[config.mk]
export PLATFORM = sky130hd
export DESIGN_NAME = wb_stage
export DESIGN_NICKNAME = d
export VERILOG_FILES = /design/src/rtl/wb_stage.sv
export SDC_FILE = /design/constraint.sdc
export NUM_CORES = 1
export LEC_CHECK = 0
export ABC_AREA = 0
export CORE_ASPECT_RATIO = 0.9
export CORE_MARGIN = 1
export CORE_UTILIZATION = 41
export DETAILED_ROUTE_END_ITERATION = 8
export HOLD_SLACK_MARGIN = 0.08
export PLACE_DENSITY = 0.79
export SETUP_SLACK_MARGIN = 0.2
export SLEW_MARGIN = 5
export SYNTH_ARGS = -nofsm -noshare
export SYNTH_HDL_FRONTEND = slang
export SYNTH_SLANG_ARGS = --single-unit
export TNS_END_PERCENT = 1
[constraint.sdc]
create_clock -name clk -period 2.5 [get_ports clk]
set_input_delay 0.375 -clock clk [delete_from_list [all_inputs] [get_ports clk]]
set_output_delay 0.375 -clock clk [all_outputs]
set_load 0.05 [all_outputs]
[src/rtl/wb_stage.sv]
// rtl/wb_stage.sv - MEM/WB pipeline register with writeback select and load extension
// Define WB_RETIRE_CNT_EN to add the retire_count port and its counter.
module wb_stage #(
  parameter int XLEN  = 32,
  parameter int CNT_W = 32
) (
  input  logic            clk,
  input  logic            reset,
  input  logic            stall,
  input  logic            flush,
  input  logic            mem_valid,
  input  logic            mem_regWrite,
  input  logic [1:0]      mem_memToReg,
  input  logic [2:0]      mem_funct3,
  input  logic [4:0]      mem_rd,
  input  logic [XLEN-1:0] mem_aluResult,
  input  logic [XLEN-1:0] mem_readData,
  input  logic [XLEN-1:0] mem_pcPlus4,
  output logic            regWrite,
  output logic [4:0]      writeReg,
  output logic [XLEN-1:0] writeData,
  output logic            wb_valid,
  output logic            fwd_en,
  output logic [4:0]      fwd_rd,
  output logic [XLEN-1:0] fwd_data
`ifdef WB_RETIRE_CNT_EN
  ,
  output logic [CNT_W-1:0] retire_count
`endif
);

  if (XLEN != 32 || CNT_W < 1) begin : gParamCheck
    $error("wb_stage supports XLEN=32 and CNT_W>=1 only");
  end

  logic            validQ;
  logic            regWriteQ;
  logic [1:0]      memToRegQ;
  logic [2:0]      funct3Q;
  logic [4:0]      rdQ;
  logic [XLEN-1:0] aluResultQ;
  logic [XLEN-1:0] readDataQ;
  logic [XLEN-1:0] pcPlus4Q;

  // Flush only needs to kill the valid/write bits; the payload is don't-care.
  always_ff @(posedge clk) begin
    if (reset) begin
      validQ     <= 1'b0;
      regWriteQ  <= 1'b0;
      memToRegQ  <= 2'b00;
      funct3Q    <= 3'b000;
      rdQ        <= 5'd0;
      aluResultQ <= '0;
      readDataQ  <= '0;
      pcPlus4Q   <= '0;
    end else if (flush) begin
      validQ    <= 1'b0;
      regWriteQ <= 1'b0;
    end else if (!stall) begin
      validQ     <= mem_valid;
      regWriteQ  <= mem_regWrite;
      memToRegQ  <= mem_memToReg;
      funct3Q    <= mem_funct3;
      rdQ        <= mem_rd;
      aluResultQ <= mem_aluResult;
      readDataQ  <= mem_readData;
      pcPlus4Q   <= mem_pcPlus4;
    end
  end

  logic [7:0]      loadByte;
  logic [15:0]     loadHalf;
  logic [XLEN-1:0] loadData;
  logic [XLEN-1:0] wbData;

  always_comb begin
    loadByte = readDataQ[7:0];
    case (aluResultQ[1:0])
      2'd1:    loadByte = readDataQ[15:8];
      2'd2:    loadByte = readDataQ[23:16];
      2'd3:    loadByte = readDataQ[31:24];
      default: loadByte = readDataQ[7:0];
    endcase
    loadHalf = aluResultQ[1] ? readDataQ[31:16] : readDataQ[15:0];

    loadData = readDataQ;
    case (funct3Q)
      3'b000:  loadData = {{24{loadByte[7]}}, loadByte};
      3'b001:  loadData = {{16{loadHalf[15]}}, loadHalf};
      3'b100:  loadData = {24'd0, loadByte};
      3'b101:  loadData = {16'd0, loadHalf};
      default: loadData = readDataQ;
    endcase

    wbData = aluResultQ;
    case (memToRegQ)
      2'b01:   wbData = loadData;
      2'b10:   wbData = pcPlus4Q;
      default: wbData = aluResultQ;
    endcase
  end

  assign regWrite  = validQ & regWriteQ & (rdQ != 5'd0);
  assign writeReg  = rdQ;
  assign writeData = wbData;
  assign wb_valid  = validQ;
  assign fwd_en    = regWrite;
  assign fwd_rd    = rdQ;
  assign fwd_data  = wbData;

`ifdef WB_RETIRE_CNT_EN
  // An instruction leaves WB on any edge that does not hold it, flush included.
  logic [CNT_W-1:0] retireCnt;

  always_ff @(posedge clk) begin
    if (reset) begin
      retireCnt <= '0;
    end else if (validQ && (!stall || flush)) begin
      retireCnt <= retireCnt + {{(CNT_W-1){1'b0}}, 1'b1};
    end
  end

  assign retire_count = retireCnt;
`endif

endmodule

# [Word level (Yosys, flattened, before mapping)]
# Index checks and enable logic that the tools add are counted.
[op_classes] n_eq_ne=8 mux=4 bitwise=4 n_reduce_logical=4
[op_table] cell="$pmux 32 s4" count=1
[op_table] cell="$pmux 32 s2" count=1
[op_table] cell="$pmux 8 s3" count=1
[op_table] cell="$mux 16" count=1
[op_table] cell="$eq 2x2->1 const B" count=3
[op_table] cell="$eq 3x3->1 const B" count=2
[op_table] cell="$reduce_bool 5->1" count=1
[op_table] cell="$eq 2x1->1 const B" count=2
[op_table] cell="$eq 3x1->1 const B" count=1
[op_table] cell="$logic_not 3->1" count=1
[op_table] cell="$and 1x1->1" count=2
[op_table] cell="$not 1->1" count=2
[op_table] cell="$reduce_and 2->1" count=1
[op_table] cell="$reduce_or 2->1" count=1
[word_totals] regBits=108 input_bits=112 output_inout_bits=77 elab_cells=28

# [Depth between registers and ports, before layout]
# Gate-level depths: netlist of the first run.
[depth] ltp_word=4 ltp_mapped=11 depth_no_buf=6

# [Worst setup path before layout of the first run]
# Ideal clock, no wire load.
[synth_timing] kind="register to output" startpoint="register memToRegQ[0]" endpoint="output writeData[10]" arrival_time_ns=2.944 t_required_ns=2.125 path_slack_ns=-0.819 stages_incl_launch_ff=11 path_buffers=4 path_cell_list="dfxtp_1 -> inv_1 -> ha_1 -> buf_6 -> nor2b_4 -> buf_6 -> or4b_1 -> and3_1 -> buf_6 -> o221ai_1 -> buf_4"
[synth_between] elab_chain_len=2 elab_cells_between_ends=3 classes_between="2 x eq/ne; 1 x mux"
[synth_rtl] item="start, declared" line="38" rtl="logic [1:0] memToRegQ;"
[synth_rtl] item="start signal, assigned" line="62" rtl="memToRegQ <= mem_memToReg;"
[synth_rtl] item="$eq 2x2->1 or $eq 2x1->1 (tied branches)" line="96" rtl="case (memToRegQ)"
[synth_rtl] item="$pmux 32 s2 (*)" line="96"
[synth_rtl] item="end, declared" line="21" rtl="output logic [XLEN-1:0] writeData,"
# Mark *: on every way between the ends. The rest lies on a longest branch, timed or not.

# [Worst setup path after layout of the first run]
[layout_timing] startpoint="register memToRegQ[0]" endpoint="output writeData[9]"
# The elaborated chain is that of the path after synthesis.

==> results.json, run 1 <==
{
  "ys_async_sr_fraction": 0,
  "r2r_slack_ns": 1.69,
  "vias_per_cell": 5.38,
  "crit_end": "writeData[9]",
  "peakVddDrop_uv": 365,
  "p_leak_nw": 3.08,
  "grt_max_degree": 107,
  "cap_violations": 0,
  "worst_slack_ns": -0.195,
  "ys_ff_latch": 108,
  "netlist_area_um2": 5190,
  "fmax_mhz": 371,
  "path_class": "register to output port",
  "finalSetupViolations": 46,
  "clk_latency_ns": 0.35,
  "rsz0062_at_grt": "yes",
  "drtAntennaViolNets": 0,
  "drc": 0,
  "dr.pass1.iters": 4,
  "std_cell_rows": 38,
  "start_util": 0.425,
  "instances_no_fill": 1001,
  "cts_root_buffer": "clkbuf_16",
  "synth_top_cell_area_share": 0.416,
  "n_fill_cell": 959,
  "core-area_um2": 12200,
  "hp-class": "input pin to register",
  "antenna-diode-count": 0,
  "clkTransAtPathRegs_ns": 0.07,
  "status": "finished, violations left",
  "hold_slack_ns": 0.404,
  "grt_pass1_wl_mm": 25.7,
  "area_delta_synth_final_pct": 58.4,
  "grt.total_usage": 0.252,
  "synthCells": 709,
  "ios": 189,
  "cp-start-kind": "register",
  "drv_slew": 0,
  "routabilityCongestion": 0.861,
  "total_power_mw": 4.60,
  "port_buffers": 188,
  "avgSynthCellArea_um2": 7.32,
  "synth_cell_types": 39,
  "die_h_um": 109,
  "grt_overflow": 0,
  "power_density_nw_per_um2": 559,
  "hold_viol_final": 0,
  "wl_mm": 16.6,
  "die_w_um": 121,
  "cts_tree": "built",
  "wire_per_inst_um": 16.5,
  "worstSetupEndpointType": "output port",
  "crit_required_ns": 2.12,
  "yosysSeqAreaShare": 0.416,
  "netlist_top_cells_area": "dfxtp_1 (42%), nand2_1 (19%), a21oi_1 (11%)",
  "rr_startpoint": "funct3Q[1]$_SDFFE_PP0P_",
  "nets": 950,
  "fin_crit_sh": 1.08,
  "worstSetupStartpoint": "memToRegQ[0]$_SDFFE_PP0P_",
  "yosys.area.top_type": "dfxtp_1",
  "crit_arrival_ns": 2.32,
  "numCtsBuffers": 9,
  "rr_worst_depth": 2,
  "synth_ff_type": "dfxtp_1",
  "critPathMaxFanout": 7,
  "vias": 5384,
  "htree_num_levels": 3,
  "grt_pass1_vias": 5123,
  "slew-limit-headroom": 0.666,
  "synth_fp_nets": 823,
  "finalClockSkew_ns": 0,
  "hpwl_mm": 11.6,
  "yosysWarnings": 0,
  "synth_edf_count": 0,
  "clockBufferDepth": 2,
  "drtIter0Drc": 472,
  "drive_gt1_frac": 0.195,
  "violations": "setup timing",
  "regToRegEndpoint": "funct3Q[1]$_SDFFE_PP0P_",
  "die_area_um2": 13100,
  "min_period_ns": 2.69,
  "worst_slew_pin_slew_ns": 0.500,
  "antenna_found_initial": 0,
  "dp_cells": 982,
  "cts_sinks": 108
}
-- worst max-delay path: stages (launching register included) --
cell	delay, ns
dfxtp_2	0.36
inv_2	0.05
ha_4	0.23
nor2b_4	0.11
or4b_4	0.45
and3_4	0.19
buf_12	0.15
o221ai_4	0.25
buf_12	0.18
-- logic make-up after synthesis --
kind of cell	after synthesis	synth area share
flip-flops	108	0.416
AND/OR/NAND/NOR	308	0.244
AO/OA/AOI/OAI	179	0.208
adder cells (fa/ha/maj)	2	0.00482
buffers and inverters	101	0.106
multiplexers	11	0.0214
-- power by group --
group          internal, mW  total, mW  leakage [nW]  switching, mW
Sequential             1.80       1.87         0.885         0.0670
Clock                 0.937       1.58         0.166          0.643
Combinational         0.538       1.15          2.03          0.616
-- metal layers --
| layer | part of all wire | wire length (um) | track usage | vias to the layer above |
|---|---|---|---|---|
| li1 | - | - | - | 2609 |
| met1 | 0.42 | 6980 | 0.320 | 2520 |
| met2 | 0.49 | 8150 | 0.435 | 235 |
| met3 | 0.073 | 1210 | 0.0575 | 20 |
| met4 | 0.014 | 226 | 0.0635 | 0 |
| met5 | 0 | 0 | 0 | - |
-- repair_timing --
item / CTS / global route
endpoints found under the setup margin: 66 / 64
resized for setup: 27 / 42
buffers inserted: 3 / 0
hold buffers: 0 / 0
pin swaps: 14 / 19
-- sequential cells by signal, indices dropped and copies added (netlist names) --
name / cells
readDataQ: 32
fwd_rd: 5
pcPlus4Q: 32
aluResultQ: 32
memToRegQ: 2
wb_valid: 1
regWriteQ: 1
funct3Q: 3
-- how the worst min path moves through the flow --
stage / startpoint / to / slack [ns] / depth (start not counted)
after global routing: reset / funct3Q[0]$_SDFFE_PP0P_ / 0.40 / 2
after CTS: reset / funct3Q[0]$_SDFFE_PP0P_ / 0.40 / 2
final: reset / memToRegQ[1]$_SDFFE_PP0P_ / 0.40 / 2
after global placement: pcPlus4Q[16]$_SDFFE_PP0P_ / pcPlus4Q[16]$_SDFFE_PP0P_ / 0.44 / 2
after floorplan: pcPlus4Q[16]$_SDFFE_PP0P_ / pcPlus4Q[16]$_SDFFE_PP0P_ / 0.43 / 2
after detailed placement: pcPlus4Q[22]$_SDFFE_PP0P_ / pcPlus4Q[22]$_SDFFE_PP0P_ / 0.44 / 2
-- synthesized netlist by cell type, types with 6 or more instances --
master and number:
o221ai_1 10, nand2_1 267, and3_1 17, clkbuf_1 42, a21oi_1 119, a221oi_1 19, dfxtp_1 108, mux2i_1 10
o21ai_0 12, inv_1 7, buf_1 6, or3_1 6, buf_4 38
-- final cells by class --
cell class	count	area [um2]	area share
Inverter	7	30.0	0.00365
Timing Repair Buffer	210	2690	0.327
Multi-Input combinational cell	500	2800	0.340
Clock inverter	5	82.6	0.0100
Tap cell	160	200	0.0243
Sequential cell	108	2170	0.264
Clock buffer	11	253	0.0307
-- cells in the final DEF (no fill, tap or decap), types with 10 or more instances in the layout --
master,synthesis,layout
nand2_1,267,259
clkdlybuf4s50_1,0,121
a21oi_1,119,113
dfxtp_1,108,103
buf_12,0,60
and3_1,17,16
buf_4,38,13
buf_6,3,13
mux2i_1,10,10
a221oi_2,0,10
-- through the flow --
| stage | TNS, ns | instance area, um2 | utilization | worst slack (ns) |
|---|---|---|---|---|
| 2_1_floorplan | -2.94 | 5370 | - | -0.208 |
| 3_3_place_gp | 0 | 7630 | 0.625 | 0.111 |
| 3_5_place_dp | 0 | 7630 | 0.625 | 0.0325 |
| 4_1_cts | -6.49 | 8070 | 0.660 | -0.216 |
| 5_1_grt | -10.07 | 8220 | 0.673 | -0.261 |
| 6_report | -5.95 | 8220 | 0.673 | -0.195 |
Note: power is estimated with default switching activity, not from simulation.
==> inputs of run 2 (changes only) <==
--- a/config.mk
+++ b/config.mk
@@ -10,7 +10,6 @@
 export CORE_MARGIN = 1
 export CORE_UTILIZATION = 41
 export DETAILED_ROUTE_END_ITERATION = 8
-export HOLD_SLACK_MARGIN = 0.08
 export PLACE_DENSITY = 0.79
 export SETUP_SLACK_MARGIN = 0.2
 export SLEW_MARGIN = 5
==> results of run 2 <==
No change in the layout: final DEF, timing and power equal those of run 1.
==> inputs of run 3 (changes only) <==
--- a/config.mk
+++ b/config.mk
@@ -6,9 +6,11 @@
 export NUM_CORES = 1
 export LEC_CHECK = 0
 export ABC_AREA = 0
+export CAP_MARGIN = 20
 export CORE_ASPECT_RATIO = 0.9
 export CORE_MARGIN = 1
 export CORE_UTILIZATION = 41
+export CTS_CLUSTER_DIAMETER = 100
 export DETAILED_ROUTE_END_ITERATION = 8
 export PLACE_DENSITY = 0.79
 export SETUP_SLACK_MARGIN = 0.2
==> results of run 3 <==
No change in the layout: final DEF, timing and power equal those of run 1.
